### config.mk
export PLATFORM = sky130hd
export DESIGN_NAME = multicycle_controller_flat
export DESIGN_NICKNAME = d
export VERILOG_FILES = /design/src/rtl/multicycle_controller_if.sv /design/src/rtl/multicycle_controller.sv /design/src/flat_wrapper.sv
export SDC_FILE = /design/constraint.sdc
export NUM_CORES = 1
export LEC_CHECK = 0
export CAP_MARGIN = 0
export CORE_AREA = 2 2 67 69
export CTS_CLUSTER_DIAMETER = 50
export DETAILED_ROUTE_END_ITERATION = 16
export DIE_AREA = 0 0 69 71
export GPL_TIMING_DRIVEN = 0
export MAX_ROUTING_LAYER = met4
export PLACE_DENSITY = 0.78
export RECOVER_POWER = 100
export SLEW_MARGIN = 30
export SYNTH_ARGS = -nofsm -noshare
export SYNTH_HDL_FRONTEND = slang
export SYNTH_SLANG_ARGS = --single-unit
### constraint.sdc
create_clock -name clk -period 3.85 [get_ports clk]
set_clock_uncertainty 0.15 [all_clocks]
set_input_delay 0.5775 -clock clk [delete_from_list [all_inputs] [get_ports clk]]
set_output_delay 0.5775 -clock clk [all_outputs]
set_load 0.005 [all_outputs]
### src/rtl/multicycle_controller_if.sv
// Handshake bundle between the multicycle controller and its datapath.
// The controller side uses the master modport: it reads the decoded
// instruction and memory status and drives every datapath control.
interface multicycle_controller_if #(
  parameter int WIDTH = 16
);
  logic [WIDTH-1:0] instruction;
  logic [7:0]       instructionOp;
  logic             memReady;

  logic [3:0]       ALUOp;
  logic [1:0]       shiftOp;
  logic [2:0]       busOp;
  logic             fetchPhase;
  logic             immMUX;
  logic             regWrite;
  logic             memWrite;
  logic             flagWrite;
  logic             LUIOp;
  logic             pcAdd;
  logic             pcJump;
  logic             pcBranch;
  logic             memReq;
  logic             illegalOp;
  logic [3:0]       state;

  modport master (
    input  instruction, instructionOp, memReady,
    output ALUOp, shiftOp, busOp, fetchPhase, immMUX, regWrite, memWrite,
           flagWrite, LUIOp, pcAdd, pcJump, pcBranch, memReq, illegalOp, state
  );

  modport slave (
    output instruction, instructionOp, memReady,
    input  ALUOp, shiftOp, busOp, fetchPhase, immMUX, regWrite, memWrite,
           flagWrite, LUIOp, pcAdd, pcJump, pcBranch, memReq, illegalOp, state
  );
endinterface

### src/rtl/multicycle_controller.sv
// Multicycle instruction controller: steps each instruction through fetch,
// decode and one or more execute states, driving registered datapath
// controls. The only combinational output term is the store-completion
// pcAdd, which depends on memReady in the same cycle.
module multicycle_controller #(
  parameter int WIDTH        = 16,
  parameter int MEM_WAIT     = 1,
  parameter bit EN_MEM_READY = 1'b0
) (
  input logic                    clk,
  input logic                    reset,
  multicycle_controller_if.master ctl
);

  typedef enum logic [3:0] {
    FETCH   = 4'd0,
    DECODE  = 4'd1,
    RTYPE   = 4'd2,
    ITYPE   = 4'd3,
    SHIFT   = 4'd4,
    LUI1    = 4'd5,
    LUI2    = 4'd6,
    LDWAIT  = 4'd7,
    LDWB    = 4'd8,
    STWR    = 4'd9,
    STWAIT  = 4'd10,
    JAL     = 4'd11,
    JCOND   = 4'd12,
    BCOND   = 4'd13,
    ILLEGAL = 4'd14
  } state_t;

  typedef struct packed {
    logic [3:0] aluOp;
    logic [2:0] busOp;
    logic       fetchPhase;
    logic       immMUX;
    logic       regWrite;
    logic       memWrite;
    logic       flagWrite;
    logic       luiOp;
    logic       pcAdd;
    logic       pcJump;
    logic       pcBranch;
    logic       memReq;
    logic       illegalOp;
  } ctrl_t;

  state_t           r_state;
  logic [3:0]       r_cnt;
  logic [7:0]       r_op;
  ctrl_t            r_out;

  state_t           w_nextState;
  logic [3:0]       w_nextCnt;
  logic [7:0]       w_opSel;
  logic             w_ready;
  logic             w_waitDone;
  logic             w_storeExit;
  ctrl_t            w_nextOut;
  logic [WIDTH-1:0] w_unusedInstr;

  // Opcode-to-first-execute-state mapping used in DECODE.
  function automatic state_t decodeOp(input logic [7:0] op);
    state_t s;
    case (op)
      8'h05, 8'h09, 8'h01, 8'h02, 8'h03, 8'h0B, 8'h0D, 8'h0E: s = RTYPE;
      8'h50, 8'h90, 8'h10, 8'h20, 8'h30, 8'hB0, 8'hD0, 8'hE0: s = ITYPE;
      8'h84, 8'h80, 8'h81:                                    s = SHIFT;
      8'hF0:                                                  s = LUI1;
      8'h40:                                                  s = LDWAIT;
      8'h44:                                                  s = STWR;
      8'h48:                                                  s = JAL;
      8'h4C:                                                  s = JCOND;
      8'hC0:                                                  s = BCOND;
      default:                                                s = ILLEGAL;
    endcase
    return s;
  endfunction

  // Control word for a state; ALU states pick the operation from the
  // register-form low nibble or the immediate-form high nibble.
  function automatic ctrl_t stateOutputs(input state_t s, input logic [7:0] op);
    ctrl_t      o;
    logic [3:0] fn;
    o  = '0;
    fn = (s == ITYPE) ? op[7:4] : op[3:0];
    case (s)
      FETCH: o.fetchPhase = 1'b1;
      RTYPE, ITYPE: begin
        o.regWrite = 1'b1;
        o.pcAdd    = 1'b1;
        o.immMUX   = (s == ITYPE);
        case (fn)
          4'h5: o.flagWrite = 1'b1;
          4'h9: begin o.aluOp = 4'd8; o.flagWrite = 1'b1; end
          4'h1: begin o.aluOp = 4'd1; o.flagWrite = 1'b1; end
          4'h2: begin o.aluOp = 4'd2; o.flagWrite = 1'b1; end
          4'h3: begin o.aluOp = 4'd3; o.flagWrite = 1'b1; end
          4'hB: begin o.aluOp = 4'd8; o.flagWrite = 1'b1; o.regWrite = 1'b0; end
          4'hD: o.aluOp = 4'd4;
          4'hE: o.busOp = 3'd2;
          default: o.aluOp = 4'd0;
        endcase
      end
      SHIFT: begin
        o.busOp    = 3'd1;
        o.regWrite = 1'b1;
        o.pcAdd    = 1'b1;
        o.immMUX   = (op != 8'h84);
      end
      LUI1: begin
        o.immMUX   = 1'b1;
        o.busOp    = 3'd2;
        o.regWrite = 1'b1;
      end
      LUI2: begin
        o.luiOp    = 1'b1;
        o.immMUX   = 1'b1;
        o.busOp    = 3'd1;
        o.regWrite = 1'b1;
        o.pcAdd    = 1'b1;
      end
      LDWAIT: o.memReq = 1'b1;
      LDWB: begin
        o.busOp    = 3'd3;
        o.regWrite = 1'b1;
        o.pcAdd    = 1'b1;
      end
      STWR: begin
        o.busOp    = 3'd5;
        o.memWrite = 1'b1;
        o.memReq   = 1'b1;
      end
      STWAIT: o.memReq = 1'b1;
      JAL: begin
        o.regWrite = 1'b1;
        o.pcAdd    = 1'b1;
        o.busOp    = 3'd4;
      end
      JCOND: o.pcJump = 1'b1;
      BCOND: begin
        o.pcBranch = 1'b1;
        o.immMUX   = 1'b1;
      end
      ILLEGAL: begin
        o.illegalOp = 1'b1;
        o.pcAdd     = 1'b1;
      end
      default: o = '0;
    endcase
    return o;
  endfunction

  // Next state, wait counter and the control word the next state will present.
  always_comb begin
    w_opSel    = (r_state == DECODE) ? ctl.instructionOp : r_op;
    w_ready    = !EN_MEM_READY || ctl.memReady;
    w_waitDone = (r_cnt == 4'd0) && w_ready;

    w_nextState = FETCH;
    case (r_state)
      FETCH:   w_nextState = DECODE;
      DECODE:  w_nextState = decodeOp(ctl.instructionOp);
      LUI1:    w_nextState = LUI2;
      JAL:     w_nextState = JCOND;
      STWR:    w_nextState = STWAIT;
      LDWAIT:  w_nextState = w_waitDone ? LDWB : LDWAIT;
      STWAIT:  w_nextState = w_waitDone ? FETCH : STWAIT;
      default: w_nextState = FETCH;
    endcase

    if ((r_state == LDWAIT) || (r_state == STWAIT)) begin
      w_nextCnt = (r_cnt == 4'd0) ? 4'd0 : (r_cnt - 4'd1);
    end else if ((w_nextState == LDWAIT) || (w_nextState == STWAIT)) begin
      w_nextCnt = 4'(MEM_WAIT);
    end else begin
      w_nextCnt = r_cnt;
    end

    w_nextOut = stateOutputs(w_nextState, w_opSel);
  end

  // State, counter, latched opcode and registered controls; reset aborts anything in flight.
  always_ff @(posedge clk) begin
    if (reset) begin
      r_state <= FETCH;
      r_cnt   <= 4'd0;
      r_op    <= 8'd0;
      r_out   <= stateOutputs(FETCH, 8'd0);
    end else begin
      r_state <= w_nextState;
      r_cnt   <= w_nextCnt;
      r_op    <= w_opSel;
      r_out   <= w_nextOut;
    end
  end

  assign w_storeExit   = (r_state == STWAIT) && w_waitDone && !reset;
  assign w_unusedInstr = ctl.instruction;

  assign ctl.ALUOp      = r_out.aluOp;
  assign ctl.shiftOp    = 2'b00;
  assign ctl.busOp      = r_out.busOp;
  assign ctl.fetchPhase = r_out.fetchPhase;
  assign ctl.immMUX     = r_out.immMUX;
  assign ctl.regWrite   = r_out.regWrite;
  assign ctl.memWrite   = r_out.memWrite;
  assign ctl.flagWrite  = r_out.flagWrite;
  assign ctl.LUIOp      = r_out.luiOp;
  assign ctl.pcAdd      = r_out.pcAdd | w_storeExit;
  assign ctl.pcJump     = r_out.pcJump;
  assign ctl.pcBranch   = r_out.pcBranch;
  assign ctl.memReq     = r_out.memReq;
  assign ctl.illegalOp  = r_out.illegalOp;
  assign ctl.state      = r_state;

endmodule

### src/flat_wrapper.sv
// flat-port wrapper written by rule: the top's interface ports become plain ports
module multicycle_controller_flat 
#(
  parameter int WIDTH        = 16,
  parameter int MEM_WAIT     = 1,
  parameter bit EN_MEM_READY = 1'b0
)
  (clk, reset, ctl_instruction, ctl_instructionOp, ctl_memReady, ctl_ALUOp, ctl_shiftOp, ctl_busOp, ctl_fetchPhase, ctl_immMUX, ctl_regWrite, ctl_memWrite, ctl_flagWrite, ctl_LUIOp, ctl_pcAdd, ctl_pcJump, ctl_pcBranch, ctl_memReq, ctl_illegalOp, ctl_state);
  multicycle_controller_if #(.WIDTH(WIDTH)) ctl_i ();
  input logic clk;
  input logic reset;
  input wire logic [$bits(ctl_i.instruction)-1:0] ctl_instruction;
  input wire logic [$bits(ctl_i.instructionOp)-1:0] ctl_instructionOp;
  input wire logic [$bits(ctl_i.memReady)-1:0] ctl_memReady;
  output wire logic [$bits(ctl_i.ALUOp)-1:0] ctl_ALUOp;
  output wire logic [$bits(ctl_i.shiftOp)-1:0] ctl_shiftOp;
  output wire logic [$bits(ctl_i.busOp)-1:0] ctl_busOp;
  output wire logic [$bits(ctl_i.fetchPhase)-1:0] ctl_fetchPhase;
  output wire logic [$bits(ctl_i.immMUX)-1:0] ctl_immMUX;
  output wire logic [$bits(ctl_i.regWrite)-1:0] ctl_regWrite;
  output wire logic [$bits(ctl_i.memWrite)-1:0] ctl_memWrite;
  output wire logic [$bits(ctl_i.flagWrite)-1:0] ctl_flagWrite;
  output wire logic [$bits(ctl_i.LUIOp)-1:0] ctl_LUIOp;
  output wire logic [$bits(ctl_i.pcAdd)-1:0] ctl_pcAdd;
  output wire logic [$bits(ctl_i.pcJump)-1:0] ctl_pcJump;
  output wire logic [$bits(ctl_i.pcBranch)-1:0] ctl_pcBranch;
  output wire logic [$bits(ctl_i.memReq)-1:0] ctl_memReq;
  output wire logic [$bits(ctl_i.illegalOp)-1:0] ctl_illegalOp;
  output wire logic [$bits(ctl_i.state)-1:0] ctl_state;
  assign ctl_i.instruction = ctl_instruction;
  assign ctl_i.instructionOp = ctl_instructionOp;
  assign ctl_i.memReady = ctl_memReady;
  assign ctl_ALUOp = ctl_i.ALUOp;
  assign ctl_shiftOp = ctl_i.shiftOp;
  assign ctl_busOp = ctl_i.busOp;
  assign ctl_fetchPhase = ctl_i.fetchPhase;
  assign ctl_immMUX = ctl_i.immMUX;
  assign ctl_regWrite = ctl_i.regWrite;
  assign ctl_memWrite = ctl_i.memWrite;
  assign ctl_flagWrite = ctl_i.flagWrite;
  assign ctl_LUIOp = ctl_i.LUIOp;
  assign ctl_pcAdd = ctl_i.pcAdd;
  assign ctl_pcJump = ctl_i.pcJump;
  assign ctl_pcBranch = ctl_i.pcBranch;
  assign ctl_memReq = ctl_i.memReq;
  assign ctl_illegalOp = ctl_i.illegalOp;
  assign ctl_state = ctl_i.state;
  multicycle_controller #(.WIDTH(WIDTH), .MEM_WAIT(MEM_WAIT), .EN_MEM_READY(EN_MEM_READY)) u_core (.clk(clk), .reset(reset), .ctl(ctl_i));
endmodule
# --- Yosys cells after proc, flatten, opt, wreduce, memory -nomap -nowiden ---
# Cells that the tools add are included.
classes:
  eq_ne: 53
  bitwise_logic: 2
  muxes: 24
  add_sub_neg: 1
  n_reduce_logical: 21
op_table:
  columns: ["operator", "n"]
  rows:
  - ["$eq 8x8->1 const B", 9]
  - ["$eq 4x4->1 const B", 14]
  - ["$eq 8x7->1 const B", 5]
  - ["$pmux 4 s9", 1]
  - ["$eq 8x4->1 const B", 4]
  - ["$eq 4x3->1 const B", 7]
  - ["$pmux 4 s7", 1]
  - ["$mux 4", 6]
  - ["$pmux 4 s5", 1]
  - ["$pmux 3 s6", 1]
  - ["$eq 4x2->1 const B", 4]
  - ["$eq 8x2->1 const B", 2]
  - ["$eq 8x6->1 const B", 2]
  - ["$reduce_or 8->1", 2]
  - ["$logic_not 4->1", 3]
  - ["$mux 1", 10]
  - ["$reduce_or 3->1", 3]
  - ["$eq 4x1->1 const B", 2]
  - ["$eq 8x1->1 const B", 1]
  - ["$eq 8x3->1 const B", 1]
  - ["$eq 8x5->1 const B", 1]
  - ["$mux 8", 1]
  - ["$ne 8x8->1 const B", 1]
  - ["$reduce_or 2->1", 4]
  - ["13 further kinds", 15]
totals:
  inputBits: 27
  out_inout_bits: 24
  word_cells: 117
  register_bits: 34

# --- Depth between registers and ports, before layout ---
# Gate-level depths: netlist of run 1.
depth:
  depth_word: 9
  depth_mapped: 12
  depth_no_buf: 9

# --- Worst setup path after synthesis of run 1 ---
# No wires, ideal clock.
synth_timing:
  path_type: "input port to flip-flop"
  startpoint: "input port ctl_instructionOp[3]"
  endpoint: "register u_core.r_out, in the netlist u_core.ctl.flagWrite"
  arrival_ns: 2.844
  path_buffers: 2
  setup_slack_ns: 0.797
  path_stages: 10
  t_required_ns: 3.641
  cell_sequence: "clkbuf_1 or4_4 a211oi_2 nor3_1 a21o_1 buf_6 or3_4 or3_1 nor3b_2 a221o_1"
synth_via:
  elab_chain_cells: 9
synth_rtl:
  columns: ["element", "line_no", "text"]
  rows:
  - ["start, declared", "flat_wrapper.sv:13", "input wire logic [$bits(ctl_i.instructionOp)-1:0] ctl_instructionOp;"]
  - ["$eq 8x7->1 (tied with other cells)", "multicycle_controller.sv:66", "case (op)"]
  - ["$reduce_or 8->1 / $reduce_or 3->1 (equally long branches)", "multicycle_controller.sv:66", null]
  - ["$pmux 4 s9", "multicycle_controller.sv:66", null]
  - ["$pmux 4 s7", "multicycle_controller.sv:162", "case (r_state)"]
  - ["$eq 4x2->1", "multicycle_controller.sv:87, multicycle_controller.sv:88", null]
  - ["$mux 4", "multicycle_controller.sv:87", "fn = (s == ITYPE) ? op[7:4] : op[3:0];"]
  - ["$eq 4x3->1 (tied with other cells)", "multicycle_controller.sv:94", "case (fn)"]
  - ["$reduce_or 6->1 (no line)", null, null]
  - ["$mux 1", "multicycle_controller.sv:94", null]
  - ["end signal, assigned", "multicycle_controller.sv:190", "r_out <= stateOutputs(FETCH, 8'd0);"]
  - ["end signal, assigned", "multicycle_controller.sv:195", "r_out <= w_nextOut;"]
  - ["end, declared", "multicycle_controller.sv:52", "ctrl_t r_out;"]
# Parallel ways exist; a longest one is shown, timed or not.
# A chain may end at the register's enable or synchronous reset.

# --- Worst setup path after layout of run 1 ---
layout_timing:
  startpoint: "input port ctl_instructionOp[4]"
  endpoint: "register u_core.r_out, in the netlist u_core.ctl.flagWrite"
# The elaborated chain is that of the path after synthesis.

==> results of run 1 <==
-- layer usage --
layer  GRT usage  share of wire
met1       0.243           0.45
met2       0.307           0.47
met3      0.0427          0.060
met4      0.0850          0.018
met5           -              0
-- logic make-up (layout without fill, tap and decap cells) --
logic type             Yosys count  count (layout)  share of synthesized area
other                            1               2                    0.00192
multiplexers                     7               7                     0.0358
buffers and inverters           26              62                     0.0773
flip-flops                      34              34                      0.348
AO/OA/AOI/OAI                   66              66                      0.233
XOR/XNOR                         2               2                    0.00895
AND/OR/NAND/NOR                111             111                      0.296
-- synthesized netlist by cell type (2+ instances only) --
cell / instances / area (sq um)
nor2_1: 38 / 143
dfxtp_1: 34 / 681
nand2_1: 22 / 82.6
a21oi_1: 20 / 100
o21ai_0: 14 / 70.1
buf_4: 9 / 67.6
nor3_1: 8 / 40.0
mux2i_1: 7 / 70.1
and2_1: 6 / 37.5
clkbuf_1: 6 / 22.5
nor2b_1: 6 / 37.5
and3_1: 5 / 31.3
a31oi_1: 4 / 25.0
buf_2: 4 / 20.0
inv_1: 4 / 15.0
nand2b_1: 4 / 25.0
nor4_1: 4 / 25.0
a211o_1: 3 / 26.3
a21o_1: 3 / 22.5
o22ai_1: 3 / 18.8
a211oi_2: 2 / 25.0
a221oi_1: 2 / 17.5
a22oi_1: 2 / 15.0
buf_6: 2 / 22.5
nand4_1: 2 / 12.5
nor3b_1: 2 / 15.0
or4_1: 2 / 15.0
-- layout by cell type, fill, tap and decap left out, drive strengths merged, types with 3 or more instances in the layout --
cell type       n
clkdlybuf4s50   4
nor3b           3
and3            5
clkbuf         15
dlygate4sd3    24
a211oi          3
a31oi           4
a21o            3
nor2b           6
nand2          23
nor3            8
and2            6
nor2           38
a211o           3
mux2i           7
inv             4
a21oi          20
or4             3
nand2b          4
dfxtp          34
nor4            5
buf            14
o22ai           4
o21ai          14
-- critical path, stage by stage --
cell	delay, ns
dlygate4sd3_1	0.64
or4_1	0.56
a211oi_2	0.26
a21oi_1	0.13
a211o_1	0.31
or3_4	0.35
or3_1	0.37
nor3b_1	0.27
a221o_1	0.15
-- flip-flops by register name (all words and copies together), names as in the netlist, 3 cells and up --
register / count
u_core.r_cnt: 4
u_core.r_op: 8
u_core.ctl.ALUOp: 4
u_core.ctl.state: 4
u_core.ctl.busOp: 3
-- cell type report --
class	instances	area [sq um]
fillers	405	1810
multi-input cells	188	1120
flip-flops and latches	34	681
repair buffers	28	280
plain buffers	22	135
clock buffers	7	86.3
well taps	52	65.1
inverters	4	15.0
clock inverters	1	5.00
-- per-stage QoR --
step	worst slack (ns)	hold slack [ns]
2_1_floorplan	0.797	0.287
3_3_place_gp	0.174	0.297
3_5_place_dp	0.145	0.302
4_1_cts	0.388	0.313
5_1_grt	0.0726	0.333
6_report	0.314	0.314
-- power by group through the flow --
stage	combinational, uW	clock (uW)	sequential [uW]
after global placement	806	0	484
after CTS	820	275	480
final	798	268	479
after floorplan	564	0	484
after global routing	879	289	488
after detailed placement	813	0	488
-- path summary, 6_finish.rpt --
kind	to	cells after the start
min	u_core.r_op[5]	2
min reg2reg	u_core.r_op[5]	2
max reg2reg	u_core.ctl.immMUX	10
max	u_core.ctl.flagWrite	9
==> impl_metrics.json, run 1 <==
{
  "synthToLayoutAreaGrowth_pct": 22.0,
  "worstMarginPinSlew_ns": 0.638,
  "grt_setup_unrepaired": "no",
  "hold_viol_final": 0,
  "setup_viol": 0,
  "ys_seq_area_frac": 0.348,
  "comb_power_share": 0.516,
  "ys_ff_latch": 34,
  "synth_edf_count": 0,
  "dp_cells": 328,
  "gp_congestion": 0.900,
  "rows": 24,
  "cts_buffer_depth": 2,
  "vdd_drop_max_mv": 0.210,
  "r2r_start": "u_core.ctl.state[1]",
  "drive_gt1_frac": 0.102,
  "portBuffers": 28,
  "start_util": 0.466,
  "vias": 1849,
  "synth_ff_type": "dfxtp_1",
  "power.share.clock": 0.173,
  "finalCritPeriodShare": 0.919,
  "cap_violations": 0,
  "finish.utilization": 0.568,
  "end_kind": "flip-flop",
  "crit_fanout": 8,
  "fin_crit_ns": 3.54,
  "synth_area_sq_um": 1960,
  "place_hpwl_um": 3290,
  "io_pins": 51,
  "crit_path_start": "ctl_instructionOp[4]",
  "grt_pass1_wl_um": 7490,
  "stdcell_area_sq_um": 2390,
  "antenna_found_initial": 0,
  "min-delay-start": "u_core.r_op[5]",
  "r2r_slack_ns": 0.57,
  "drcViolationCount": 0,
  "nNetsFinal": 310,
  "ys_async_sr_fraction": 0,
  "placed_cell_area_sq_um": 2310,
  "die_h_um": 71,
  "power_leakage_uw": 0.00102,
  "grt_max_degree": 11,
  "gr-usage-all-layers": 0.195,
  "critPathRequiredTime_ns": 3.93,
  "post_drt_via_cell_ratio": 5.50,
  "power.density_nw_per_um2": 646,
  "outcome": "finished clean",
  "clkTransAtPathRegs_ns": 0.07,
  "htreeDepth": 2,
  "p_seq_frac": 0.310,
  "wl_um": 4450,
  "syn_inst": 247,
  "ant_nets": 0,
  "die_width_um": 69,
  "slew_headroom": 0.575,
  "max_freq_mhz": 283,
  "drt_iter0_markers": 123,
  "critPathKind": "input port to flip-flop",
  "clock-sinks": 34,
  "wl_per_cell_um": 13.3,
  "cts_tree": "done",
  "yosys.cell_types.count": 56,
  "finalNonFillerCells": 336,
  "cts_resized": 0,
  "holdCritPathClass": "flip-flop to flip-flop",
  "cts_setup_buffers": 0,
  "power_uw": 1540,
  "antennaDiodeCount": 0,
  "cts_buffers": 5,
  "core_area_sq_um": 4200,
  "switching_share": 0.409,
  "yosysWarnings": 0,
  "clockRootBuffer": "clkbuf_8",
  "dr.pass1.iters": 4,
  "die-area_sq_um": 4900,
  "fin_tns_setup_ns": 0,
  "slew_viol_final": 0,
  "gr-total-overflow": 0,
  "worstSetupStartpointType": "input port",
  "crit_arrival_ns": 3.62,
  "syn_area_per_cell_sq_um": 7.93,
  "internal-power_uw": 913,
  "cts_hold_buf": 0,
  "switchingPower_uw": 632,
  "clk_latency_ns": 0.29,
  "grt_pass1_vias": 1663
}
Note: power is estimated with default switching activity, not from simulation.
==> inputs of run 2 (changes only) <==
--- a/config.mk
+++ b/config.mk
@@ -14,7 +14,7 @@
 export MAX_ROUTING_LAYER = met4
 export PLACE_DENSITY = 0.78
 export RECOVER_POWER = 100
-export SLEW_MARGIN = 30
+export SLEW_MARGIN = 20
 export SYNTH_ARGS = -nofsm -noshare
 export SYNTH_HDL_FRONTEND = slang
 export SYNTH_SLANG_ARGS = --single-unit
==> results of run 2 <==
The final DEF is identical to that of run 1; final timing and power are the same.
